===== config.mk =====
export PLATFORM = sky130hd
export DESIGN_NAME = stack_ctrl_mc
export DESIGN_NICKNAME = d
export VERILOG_FILES = /design/src/rtl/stack_ctrl_mc.sv
export SDC_FILE = /design/constraint.sdc
export NUM_CORES = 1
export LEC_CHECK = 0
export CAP_MARGIN = 10
export CORE_ASPECT_RATIO = 0.9
export CORE_MARGIN = 5
export CORE_UTILIZATION = 35
export CTS_CLUSTER_SIZE = 30
export DETAILED_ROUTE_END_ITERATION = 12
export PLACE_DENSITY = 0.75
export SLEW_MARGIN = 40
export SYNTH_ARGS = -nofsm -noshare
export SYNTH_HDL_FRONTEND = slang
export SYNTH_SLANG_ARGS = --single-unit

===== constraint.sdc =====
create_clock -name clk -period 2 [get_ports clk]
set_input_delay 0.4 -clock clk [delete_from_list [all_inputs] [get_ports clk]]
set_output_delay 0.4 -clock clk [all_outputs]
set_load 0.005 [all_outputs]

===== src/rtl/stack_ctrl_mc.sv =====
// ============================================================================
// Module   : stack_ctrl_mc
// Purpose  : Multicycle controller for the stack-based MIPS core. Decodes an
//            OPW-bit opcode and sequences PC, memory, stack and ALU controls,
//            with a memory ready/timeout handshake, stack depth checks and
//            sticky HALT/TRAP states.
// Options  : STACK_CTRL_PERF_EN - when defined, builds a 32-bit retired
//            instruction counter on o_instret; otherwise o_instret is 0.
// Revision : 1.0 - initial release
// ============================================================================
`default_nettype none

module stack_ctrl_mc #(
  parameter int OPW    = 4,
  parameter int MEM_TO = 16
) (
  input  logic           clk,
  input  logic           rst,
  input  logic [OPW-1:0] i_opcode,
  input  logic           i_mem_ready,
  input  logic           i_a_zero,
  input  logic           i_stk_empty,
  input  logic           i_stk_single,
  input  logic           i_stk_full,
  output logic           o_pc_next,
  output logic           o_pc_jump,
  output logic           o_pc_ld,
  output logic           o_lord,
  output logic           o_mr,
  output logic           o_mw,
  output logic           o_ir_ld,
  output logic [1:0]     o_stack_src,
  output logic           o_tos,
  output logic           o_reg_dst,
  output logic           o_push,
  output logic           o_pop,
  output logic           o_la,
  output logic           o_lb,
  output logic           o_ain,
  output logic           o_bin,
  output logic [2:0]     o_alu_op,
  output logic           o_halted,
  output logic           o_trap,
  output logic [1:0]     o_trap_code,
  output logic [31:0]    o_instret
);

  typedef enum logic [3:0] {
    S_IF   = 4'd0,
    S_ID   = 4'd1,
    S_POPA = 4'd2,
    S_SP   = 4'd3,
    S_ALU  = 4'd4,
    S_POPN = 4'd5,
    S_NALU = 4'd6,
    S_SAVE = 4'd7,
    S_MRD  = 4'd8,
    S_MWR  = 4'd9,
    S_JMP  = 4'd10,
    S_JZ   = 4'd11,
    S_DUP  = 4'd12,
    S_HALT = 4'd13,
    S_TRAP = 4'd14
  } state_t;

  // Counter only has to reach MEM_TO-1 before the trap fires.
  localparam int              c_TW      = (MEM_TO > 1) ? $clog2(MEM_TO) : 1;
  localparam logic [c_TW-1:0] c_TO_LAST = c_TW'(MEM_TO - 1);

  state_t          r_state;
  state_t          w_next;
  logic [c_TW-1:0] r_to_cnt;
  logic [1:0]      r_trap_code;
  logic [1:0]      w_tcode;
  logic            w_hi_nz;
  logic [3:0]      w_op4;
  logic            w_illegal;
  logic            w_is_bin;
  logic            w_under;
  logic            w_over;
  logic            w_wait_st;
  logic            w_to_hit;

  // Any set bit above bit 3 makes the opcode illegal.
  if (OPW > 4) begin : g_hi_bits
    assign w_hi_nz = |i_opcode[OPW-1:4];
  end else begin : g_no_hi_bits
    assign w_hi_nz = 1'b0;
  end

  assign w_op4     = i_opcode[3:0];
  assign w_is_bin  = (w_op4[3:2] == 2'b00);
  assign w_illegal = w_hi_nz || ((w_op4 >= 4'd10) && (w_op4 <= 4'd14));
  assign w_under   = (w_is_bin && (i_stk_empty || i_stk_single)) ||
                     (((w_op4 == 4'd4) || (w_op4 == 4'd6) ||
                       (w_op4 == 4'd8) || (w_op4 == 4'd9)) && i_stk_empty);
  assign w_over    = ((w_op4 == 4'd5) || (w_op4 == 4'd9)) && i_stk_full;

  assign w_wait_st = (r_state == S_IF) || (r_state == S_MRD) || (r_state == S_MWR);
  // Ready in the final allowed cycle still wins over the timeout.
  assign w_to_hit  = (MEM_TO != 0) && (r_to_cnt == c_TO_LAST) && !i_mem_ready;

  assign o_trap_code = r_trap_code;

  // State register; reset drops straight back to instruction fetch.
  always_ff @(posedge clk or posedge rst) begin
    if (rst) r_state <= S_IF;
    else     r_state <= w_next;
  end

  // Memory stall counter: cleared on every state change, counts stalled cycles.
  always_ff @(posedge clk or posedge rst) begin
    if (rst)                                r_to_cnt <= '0;
    else if (w_next != r_state)             r_to_cnt <= '0;
    else if (w_wait_st && !i_mem_ready)     r_to_cnt <= r_to_cnt + 1'b1;
  end

  // Capture the trap cause once, on entry to TRAP; it is then held until reset.
  always_ff @(posedge clk or posedge rst) begin
    if (rst)                                          r_trap_code <= 2'd0;
    else if ((w_next == S_TRAP) && (r_state != S_TRAP)) r_trap_code <= w_tcode;
  end

`ifdef STACK_CTRL_PERF_EN
  logic        w_retire;
  logic [31:0] r_instret;

  assign w_retire  = (w_next == S_IF) && (r_state != S_IF);
  assign o_instret = r_instret;

  // Retired-instruction counter, wraps naturally at 2^32.
  always_ff @(posedge clk or posedge rst) begin
    if (rst)           r_instret <= 32'd0;
    else if (w_retire) r_instret <= r_instret + 32'd1;
  end
`else
  assign o_instret = 32'd0;
`endif

  // Next-state and control decode; every output idles at 0 unless the state drives it.
  always_comb begin
    w_next      = r_state;
    w_tcode     = 2'd0;
    o_pc_next   = 1'b0;
    o_pc_jump   = 1'b0;
    o_pc_ld     = 1'b0;
    o_lord      = 1'b0;
    o_mr        = 1'b0;
    o_mw        = 1'b0;
    o_ir_ld     = 1'b0;
    o_stack_src = 2'd0;
    o_tos       = 1'b0;
    o_reg_dst   = 1'b0;
    o_push      = 1'b0;
    o_pop       = 1'b0;
    o_la        = 1'b0;
    o_lb        = 1'b0;
    o_ain       = 1'b0;
    o_bin       = 1'b0;
    o_alu_op    = 3'd0;
    o_halted    = 1'b0;
    o_trap      = 1'b0;

    case (r_state)
      S_IF: begin
        o_lord = 1'b1;
        o_mr   = 1'b1;
        o_ain  = 1'b1;
        if (i_mem_ready) begin
          o_ir_ld   = 1'b1;
          o_pc_ld   = 1'b1;
          o_pc_next = 1'b1;
          w_next    = S_ID;
        end else if (w_to_hit) begin
          w_next  = S_TRAP;
          w_tcode = 2'd3;
        end
      end
      S_ID: begin
        o_tos = 1'b1;
        o_la  = 1'b1;
        if (w_illegal) begin
          w_next  = S_TRAP;
          w_tcode = 2'd2;
        end else if (w_under) begin
          w_next  = S_TRAP;
          w_tcode = 2'd1;
        end else if (w_over) begin
          w_next  = S_TRAP;
          w_tcode = 2'd0;
        end else begin
          case (w_op4)
            4'd0, 4'd1, 4'd2, 4'd3: w_next = S_POPA;
            4'd4:                   w_next = S_POPN;
            4'd5:                   w_next = S_MRD;
            4'd6:                   w_next = S_MWR;
            4'd7:                   w_next = S_JMP;
            4'd8:                   w_next = S_JZ;
            4'd9:                   w_next = S_DUP;
            4'd15:                  w_next = S_HALT;
            default: begin
              w_next  = S_TRAP;
              w_tcode = 2'd2;
            end
          endcase
        end
      end
      S_POPA: begin
        o_pop  = 1'b1;
        w_next = S_SP;
      end
      S_SP: begin
        o_pop     = 1'b1;
        o_tos     = 1'b1;
        o_reg_dst = 1'b1;
        o_lb      = 1'b1;
        w_next    = S_ALU;
      end
      S_ALU: begin
        o_bin    = 1'b1;
        o_alu_op = {1'b0, i_opcode[1:0]};
        w_next   = S_SAVE;
      end
      S_POPN: begin
        o_pop  = 1'b1;
        w_next = S_NALU;
      end
      S_NALU: begin
        o_alu_op = 3'd4;
        w_next   = S_SAVE;
      end
      S_SAVE: begin
        o_push      = 1'b1;
        o_stack_src = 2'd1;
        w_next      = S_IF;
      end
      S_MRD: begin
        o_mr = 1'b1;
        if (i_mem_ready) begin
          o_push      = 1'b1;
          o_stack_src = 2'd0;
          w_next      = S_IF;
        end else if (w_to_hit) begin
          w_next  = S_TRAP;
          w_tcode = 2'd3;
        end
      end
      S_MWR: begin
        o_mw = 1'b1;
        if (i_mem_ready) begin
          o_pop  = 1'b1;
          w_next = S_IF;
        end else if (w_to_hit) begin
          w_next  = S_TRAP;
          w_tcode = 2'd3;
        end
      end
      S_JMP: begin
        o_pc_jump = 1'b1;
        o_pc_ld   = 1'b1;
        w_next    = S_IF;
      end
      S_JZ: begin
        o_pop = 1'b1;
        if (i_a_zero) begin
          o_pc_jump = 1'b1;
          o_pc_ld   = 1'b1;
        end
        w_next = S_IF;
      end
      S_DUP: begin
        o_push      = 1'b1;
        o_stack_src = 2'd2;
        w_next      = S_IF;
      end
      S_HALT: begin
        o_halted = 1'b1;
      end
      S_TRAP: begin
        o_trap = 1'b1;
      end
      default: begin
        w_next = S_IF;
      end
    endcase
  end

endmodule

`default_nettype wire


==> impl_results.md, run 1 <==
* Power density cells at 1160 nW/µm²
* Post-synth cell types at 44
* Fill cells at 327
* Final worst clock skew at 0.00370 ns
* # H-tree levels at 1
* Crit. End Element: output pin
* Total GRT Usage at 12.9%
* Area grow syn2layout at 44.3%
* Element type at the critical path start: flop
* Core ar. at 3430 µm²
* Max Cap Viol at 0
* Antenna violations before repair at 0
* Synth Instances at 163
* RSZ-0062 raised after global routing: yes
* Reg clk slew, reported paths at 0.05 ns
* Total iterations of the first detailed-routing run at 5
* HP Class: in -> async
* # IOs at 67
* Final Util at 53.2%
* Dpl hpwl at 2.46 mm
* Final ANT Viol Nets at 0
* Leak Pwr at 0.941 nW
* WS Path Type: reg -> out
* Routed WL at 3.30 mm
* Slew Viols, Final at 0
* Rows at 20
* Tmin final at 1.97 ns
* Buf/Inv on CP at 2
* Register-to-Register Path Depth at 6
* Total congestion overflow at 0
* Worst skew pair latency at 0.24 ns
* Reg2reg end: r_state[2]$_DFF_PP0_
* Via count at 1263
* Post-synthesis register bit count at 10
* Critical Path RT at 1.60 ns
* Number of synthesized flops with an enable pin at 0
* Synth Cell Area at 1260 µm²
* Top cell type's share of synthesized area at 21.4%
* Share of cells above drive strength 1 at 30.5%
* Starting Density at 36.9%
* Global-route wire length before repair at 5.06 mm
* Critical path's slowest cell: dfrtp_2
* Maximum vdd drop at 0.343 mV
* Largest net degree at the start of global routing at 12
* Leading area contributor after synthesis: buf_4
* Fin worst setup slack at 0.0275 ns
* Clock Tree Buf Depth at 2
* F_max at 0.507 GHz
* CTS root buffer: clkbuf_8
* DIE AREA at 4920 µm²
* Number of global-route vias before repair at 1118
* CTS Buf Count at 3
* Final Wtd Congestion at 0.862
* Syn Area/Cell at 7.76 µm²
* Setup-failing EPs final at 0
* Drt drc at 0
* Nets at 233
* Hold WS at 0.432 ns
* Predominant post-synthesis flop cell: dfrtp_1
* Wire per inst at 12.5 µm
* CP delay by family, top: flip-flops
* Post-place setup slack at -0.220 ns
* Die Wd at 73.4 µm
* Final hold violation count at 0
* Outcome: finished clean
* Final period utilization at 98.6%
* WP data arrival at 1.57 ns
* # port buffers at 34
* Ys async rst share at 100%
* Initial DRC count at 94
* Clock sink total at 10
* Critical R2R Launch: r_state[2]$_DFF_PP0_
* Antenna cell count at 0
* Synth top area cells: buf_4, dfrtp_1, nor2_1
* Internal reg-to-reg setup slack at 0.28 ns
* CTS tree: built
* Critical path peak fanout at 7
* Peak per-stage delay on the critical path at 0.46 ns
* Sequential area share after synthesis at 19.8%
* Yosys warnings at 0
* Crit path cell chain: buf_6 -> or2_1 -> a31o_2 -> dlygate4sd2_1
* Final setup TNS at 0 ns
* Chip height at 67.0 µm
* Vias per cell at 4.78
Yosys cell counts, types with 2 or more instances:
cell and number:
a21oi_1 7, a221oi_1 2, a31o_2 3, and2_1 4
and3_1 2, buf_2 7, buf_4 36, buf_6 2
dfrtp_1 10, inv_1 7, mux2i_1 2, nand2_1 8
nand2b_1 3, nand3_1 2, nand4b_1 2, nor2_1 16
nor2b_1 2, nor3_1 8, nor4b_4 2, o211ai_1 4
o21ai_0 7, o32ai_1 3, xnor2_1 3
how the worst max path moves through the flow:
stage,startpoint,depth (start not counted),slack [ns],end
after floorplan,r_state[0]$_DFF_PP0_,4,0.32,o_pc_ld
after global placement,i_mem_ready,4,-0.19,o_push
after detailed placement,i_mem_ready,4,-0.22,o_push
after CTS,r_state[1]$_DFF_PP0_,5,-0.09,o_pc_ld
after global routing,r_state[0]$_DFF_PP0_,5,-0.04,o_ir_ld
final,r_state[2]$_DFF_PP0_,4,0.03,o_push
cell usage in the layout (no fill, tap or decap), types with 2 or more instances in the layout:
cell | Yosys | final
clkdlybuf4s50_1 | 0 | 12
nor4b_4 | 2 | 2
xnor2_1 | 3 | 3
nand4b_1 | 2 | 2
nor4_4 | 1 | 2
a31o_2 | 3 | 3
nor3_1 | 8 | 6
nor2_2 | 0 | 4
a221oi_1 | 2 | 2
mux2i_1 | 2 | 2
nand2_1 | 8 | 6
buf_6 | 2 | 4
o32ai_1 | 3 | 3
inv_1 | 7 | 5
and2_1 | 4 | 3
inv_2 | 1 | 3
o21ai_0 | 7 | 7
nor2_1 | 16 | 12
dfrtp_1 | 10 | 6
dfrtp_2 | 0 | 4
a21oi_1 | 7 | 7
nor3_2 | 1 | 2
dlygate4sd2_1 | 0 | 17
dlymetal6s2s_1 | 0 | 4
buf_4 | 36 | 30
clkbuf_8 | 0 | 4
conb_1 | 1 | 32
nand2b_1 | 3 | 3
and3_1 | 2 | 2
o211ai_1 | 4 | 4
logic make-up after synthesis:
logic type / share of synthesized area, %
muxes: 1.58
buffers and inverters: 28.6
AOI/OAI and AO/OA: 19.3
xor gates and xnor gates: 2.08
adders and majority gates: 0.989
and+or+nand+nor: 27.4
DFF: 19.8
other: 0.296
report_power, final:
part           internal (mW)  switching (mW)
clock                  0.173          0.0798
combinational          0.780           0.723
sequential             0.271          0.0874
per-stage QoR:
step	instances	total power, mW	cell area (µm²)
after floorplan	194	1.08	1380
after global placement	251	1.62	1630
after detailed placement	251	1.63	1630
after CTS	261	2.00	1770
after global routing	264	2.26	1830
final	264	2.12	1830
final cells by class:
type	instances	area (µm²)	area share, %
clock buffers	4	55.1	3.02
repair buffers	68	594	32.6
well taps	44	55.1	3.02
multi-input cells	130	836	45.8
flip-flops and latches	10	255	14.0
inverters	8	30.0	1.64
registers in the layout (all words and copies together) (netlist names):
signal,flops
r_to_cnt,4
r_state,4
o_trap_code,2
metal layers:
layer | track usage (%) | share of wire [%]
met1 | 16.8 | 42
met2 | 21.9 | 50
met3 | 1.06 | 7.1
met4 | 5.20 | 0.94
met5 | 0 | 0
repair_timing:
item | in CTS | in global routing
pin swaps | 2 | 4
hold buffers | 0 | 0
endpoints found under the setup margin | 22 | 9
resized for setup | 37 | 13
setup buffers | 6 | 3
No activity file was read; power rests on OpenSTA's default activity.
==> inputs of run 2 (changes only) <==
- CTS_BUF_LIST: not set -> sky130_fd_sc_hd__clkbuf_16
==> run 2 against run 1 <==
Compared with the run above: fmax down 0.22%; clock skew up 0.00060 ns; critical endpoint is now o_pc_next; register-to-register slack worse by 0.11 ns; non-clock buffer count unchanged; die area unchanged; sequential cell count unchanged; global-route usage up 0.72 points; first-iteration DRC count down 3.2%; via count down 0.48%; largest power group unchanged.
==> impl_results.md, run 2 (synthesized netlist as in run 1, its figures left out) <==
* Outcome: finished clean
* Placed Area at 1630 µm² (unchanged)
* # IOs at 67 (unchanged)
* Sw Ratio at 41.2% (-0.88 points)
* Setup-failing EPs final at 0 (unchanged)
* Power density cells at 1200 nW/µm² (+3.4%)
* Final worst clock skew at 0.00430 ns (+0.000600 ns)
* Final instance area at 1840 µm² (+0.69%)
* CTS Buf Count at 3 (unchanged)
* Final period utilization at 98.8% (+0.21 points)
* Most Crowded Layer GR: met2
* Reg2reg end: r_state[1]$_DFF_PP0_
* Via count at 1257 (-0.48%)
* Internal reg-to-reg setup slack at 0.17 ns (-0.11 ns)
* DIE AREA at 4920 µm² (unchanged)
* Maximum vdd drop at 0.365 mV (+6.2%)
* Core ar. at 3430 µm² (unchanged)
* Wire per inst at 13.1 µm (+4.3%)
* Critical path's slowest cell: dfrtp_2
* Clock Tree Buf Depth at 2 (unchanged)
* Antenna cell count at 0 (unchanged)
* Crit. End Element: output pin
* # port buffers at 34 (unchanged)
* Reg power frac at 16.5% (-0.5 points)
* Largest net degree at the start of global routing at 12 (unchanged)
* GRT met3 Usage at 1.06% (unchanged)
* WS Path Type: reg -> out
* CTS root buffer: clkbuf_16
* Final setup TNS at 0 ns (unchanged)
* Element type at the critical path start: flop
* Critical Path RT at 1.60 ns (about the same)
* Global-route wire length before repair at 5.29 mm (+4.5%)
* Antenna violations before repair at 0 (unchanged)
* Final ANT Viol Nets at 0 (unchanged)
* Clock sink total at 10 (unchanged)
* M2 GR Usage at 23.9% (+2.0 points)
* Total iterations of the first detailed-routing run at 4 (-1)
* Met1 usage at 17.4% (+0.54 points)
* Critical path peak fanout at 4 (-3)
* Max Cap Viol at 0 (unchanged)
* Vias per cell at 4.76 (-0.48%)
* Worst skew pair latency at 0.24 ns (about the same)
* Combinational group share of total power at 67.6% (-3.5 points)
* Dpl hpwl at 2.46 mm (unchanged)
* Crit path cell chain: buf_4 -> nor4_4 -> and2_4 -> buf_4 -> dlygate4sd2_1
* Starting Density at 36.9% (unchanged)
* Initial DRC count at 91 (-3.2%)
* CTS tree: built
* Critical R2R Launch: r_state[2]$_DFF_PP0_
* Final hold violation count at 0 (unchanged)
* RSZ-0062 raised after global routing: yes
* Routed WL at 3.45 mm (+4.3%)
* Slew Viols, Final at 0 (unchanged)
* Nets at 233 (unchanged)
* Chip height at 67.0 µm (unchanged)
* F_max at 0.506 GHz (-0.22%)
* WP data arrival at 1.58 ns (about the same)
* Number of global-route vias before repair at 1137 (+1.7%)
* Rows at 20 (unchanged)
* Internal power at 1.30 mW (+5.7%)
* Leak Pwr at 0.930 nW (-1.2%)
* # H-tree levels at 1 (unchanged)
* Most frequent cells in the layout: conb_1, buf_4, dlygate4sd2_1
* Register-to-Register Path Depth at 7 (+1)
* Tmin final at 1.98 ns (+0.00425 ns)
* HP Class: in -> async
* Peak per-stage delay on the critical path at 0.43 ns (-0.03 ns)
* Die Wd at 73.4 µm (unchanged)
* Net Switching at 0.908 mW (+2.0%)
* Clock power share at 15.9% (+3.9 points)
* Final Wtd Congestion at 0.862 (unchanged)
* Cell mode on critical path: buf_4
* Total GRT Usage at 13.6% (+0.72 points)
* Area grow syn2layout at 45.3%
* Share of cells above drive strength 1 at 30.5% (unchanged)
* Reg clk slew, reported paths at 0.04 ns (about the same)
* Total congestion overflow at 0 (unchanged)
* Drt drc at 0 (unchanged)
* Fill cells at 331 (+1.2%)
==> run 2: cell types whose count changed in the layout (fill, tap and decap cells not counted), sizes merged <==
cell / delta
clkdlybuf4s15: +2
clkdlybuf4s50: -1
clkinv: +1
dlygate4sd2: -1
dlymetal6s2s: -1
==> run 2: cell type report <==
type                       instances  area [µm²]  share of cell area, %
clock buffer                       3        75.1                   4.08
clock inverter                     1        3.75                  0.204
inverter                           8        30.0                   1.63
multi-input combinational        130         838                   45.6
sequential                        10         255                   13.9
tap                               44        55.1                   3.00
timing repair buffer              68         581                   31.6
==> run 2: power groups by stage <==
stage | combinational [mW] | sequential (mW) | clock, mW
final | 1.49 | 0.364 | 0.350
after CTS | 1.40 | 0.362 | 0.353
after floorplan | 0.784 | 0.297 | 0
after detailed placement | 1.28 | 0.344 | 0
after global placement | 1.27 | 0.345 | 0
after global routing | 1.61 | 0.372 | 0.364
==> run 2: worst max-delay path: cells and delay by family, from the launching register on <==
kind                   cells  cell delay [ns]
buffers and inverters      3             0.46
flip-flops                 1             0.43
AND/OR/NAND/NOR            2             0.44
==> run 2: worst max-delay path by stage <==
stage,startpoint,end,slack (ns),depth (start not counted)
floorplan,r_state[0]$_DFF_PP0_,o_pc_ld,0.32,4
global placement,i_mem_ready,o_push,-0.19,4
detailed placement,i_mem_ready,o_push,-0.22,4
CTS,r_state[2]$_DFF_PP0_,o_push,-0.09,5
global route,r_state[2]$_DFF_PP0_,o_ir_ld,-0.06,5
finish,r_state[2]$_DFF_PP0_,o_pc_next,0.02,5
==> run 2: metrics by stage <==
step	instances	util [%]	power [mW]	hold slack (ns)	worst slack [ns]
2_1_floorplan	194	-	1.08	0.240	0.315
3_3_place_gp	251	47.6	1.62	0.529	-0.194
3_5_place_dp	251	47.6	1.63	0.530	-0.220
4_1_cts	261	52.4	2.11	0.445	-0.0926
5_1_grt	264	53.6	2.35	0.491	-0.0579
6_report	264	53.6	2.20	0.437	0.0232
==> run 2: timing repair <==
| action | in CTS | in global routing |
|---|---|---|
| gates resized for setup | 41 | 12 |
| hold buffers | 0 | 0 |
| endpoints found under the setup margin | 22 | 8 |
| buffers inserted | 6 | 3 |
| endpoints found under the hold margin | 0 | 0 |
| pin swaps | 2 | 3 |
==> run 2: routing by layer <==
layer | wire length [µm] | up-vias
met2 | 1780 | 49
met3 | 209 | 5
met4 | 51 | 0
li1 | - | 613
met1 | 1410 | 590
met5 | 0 | -
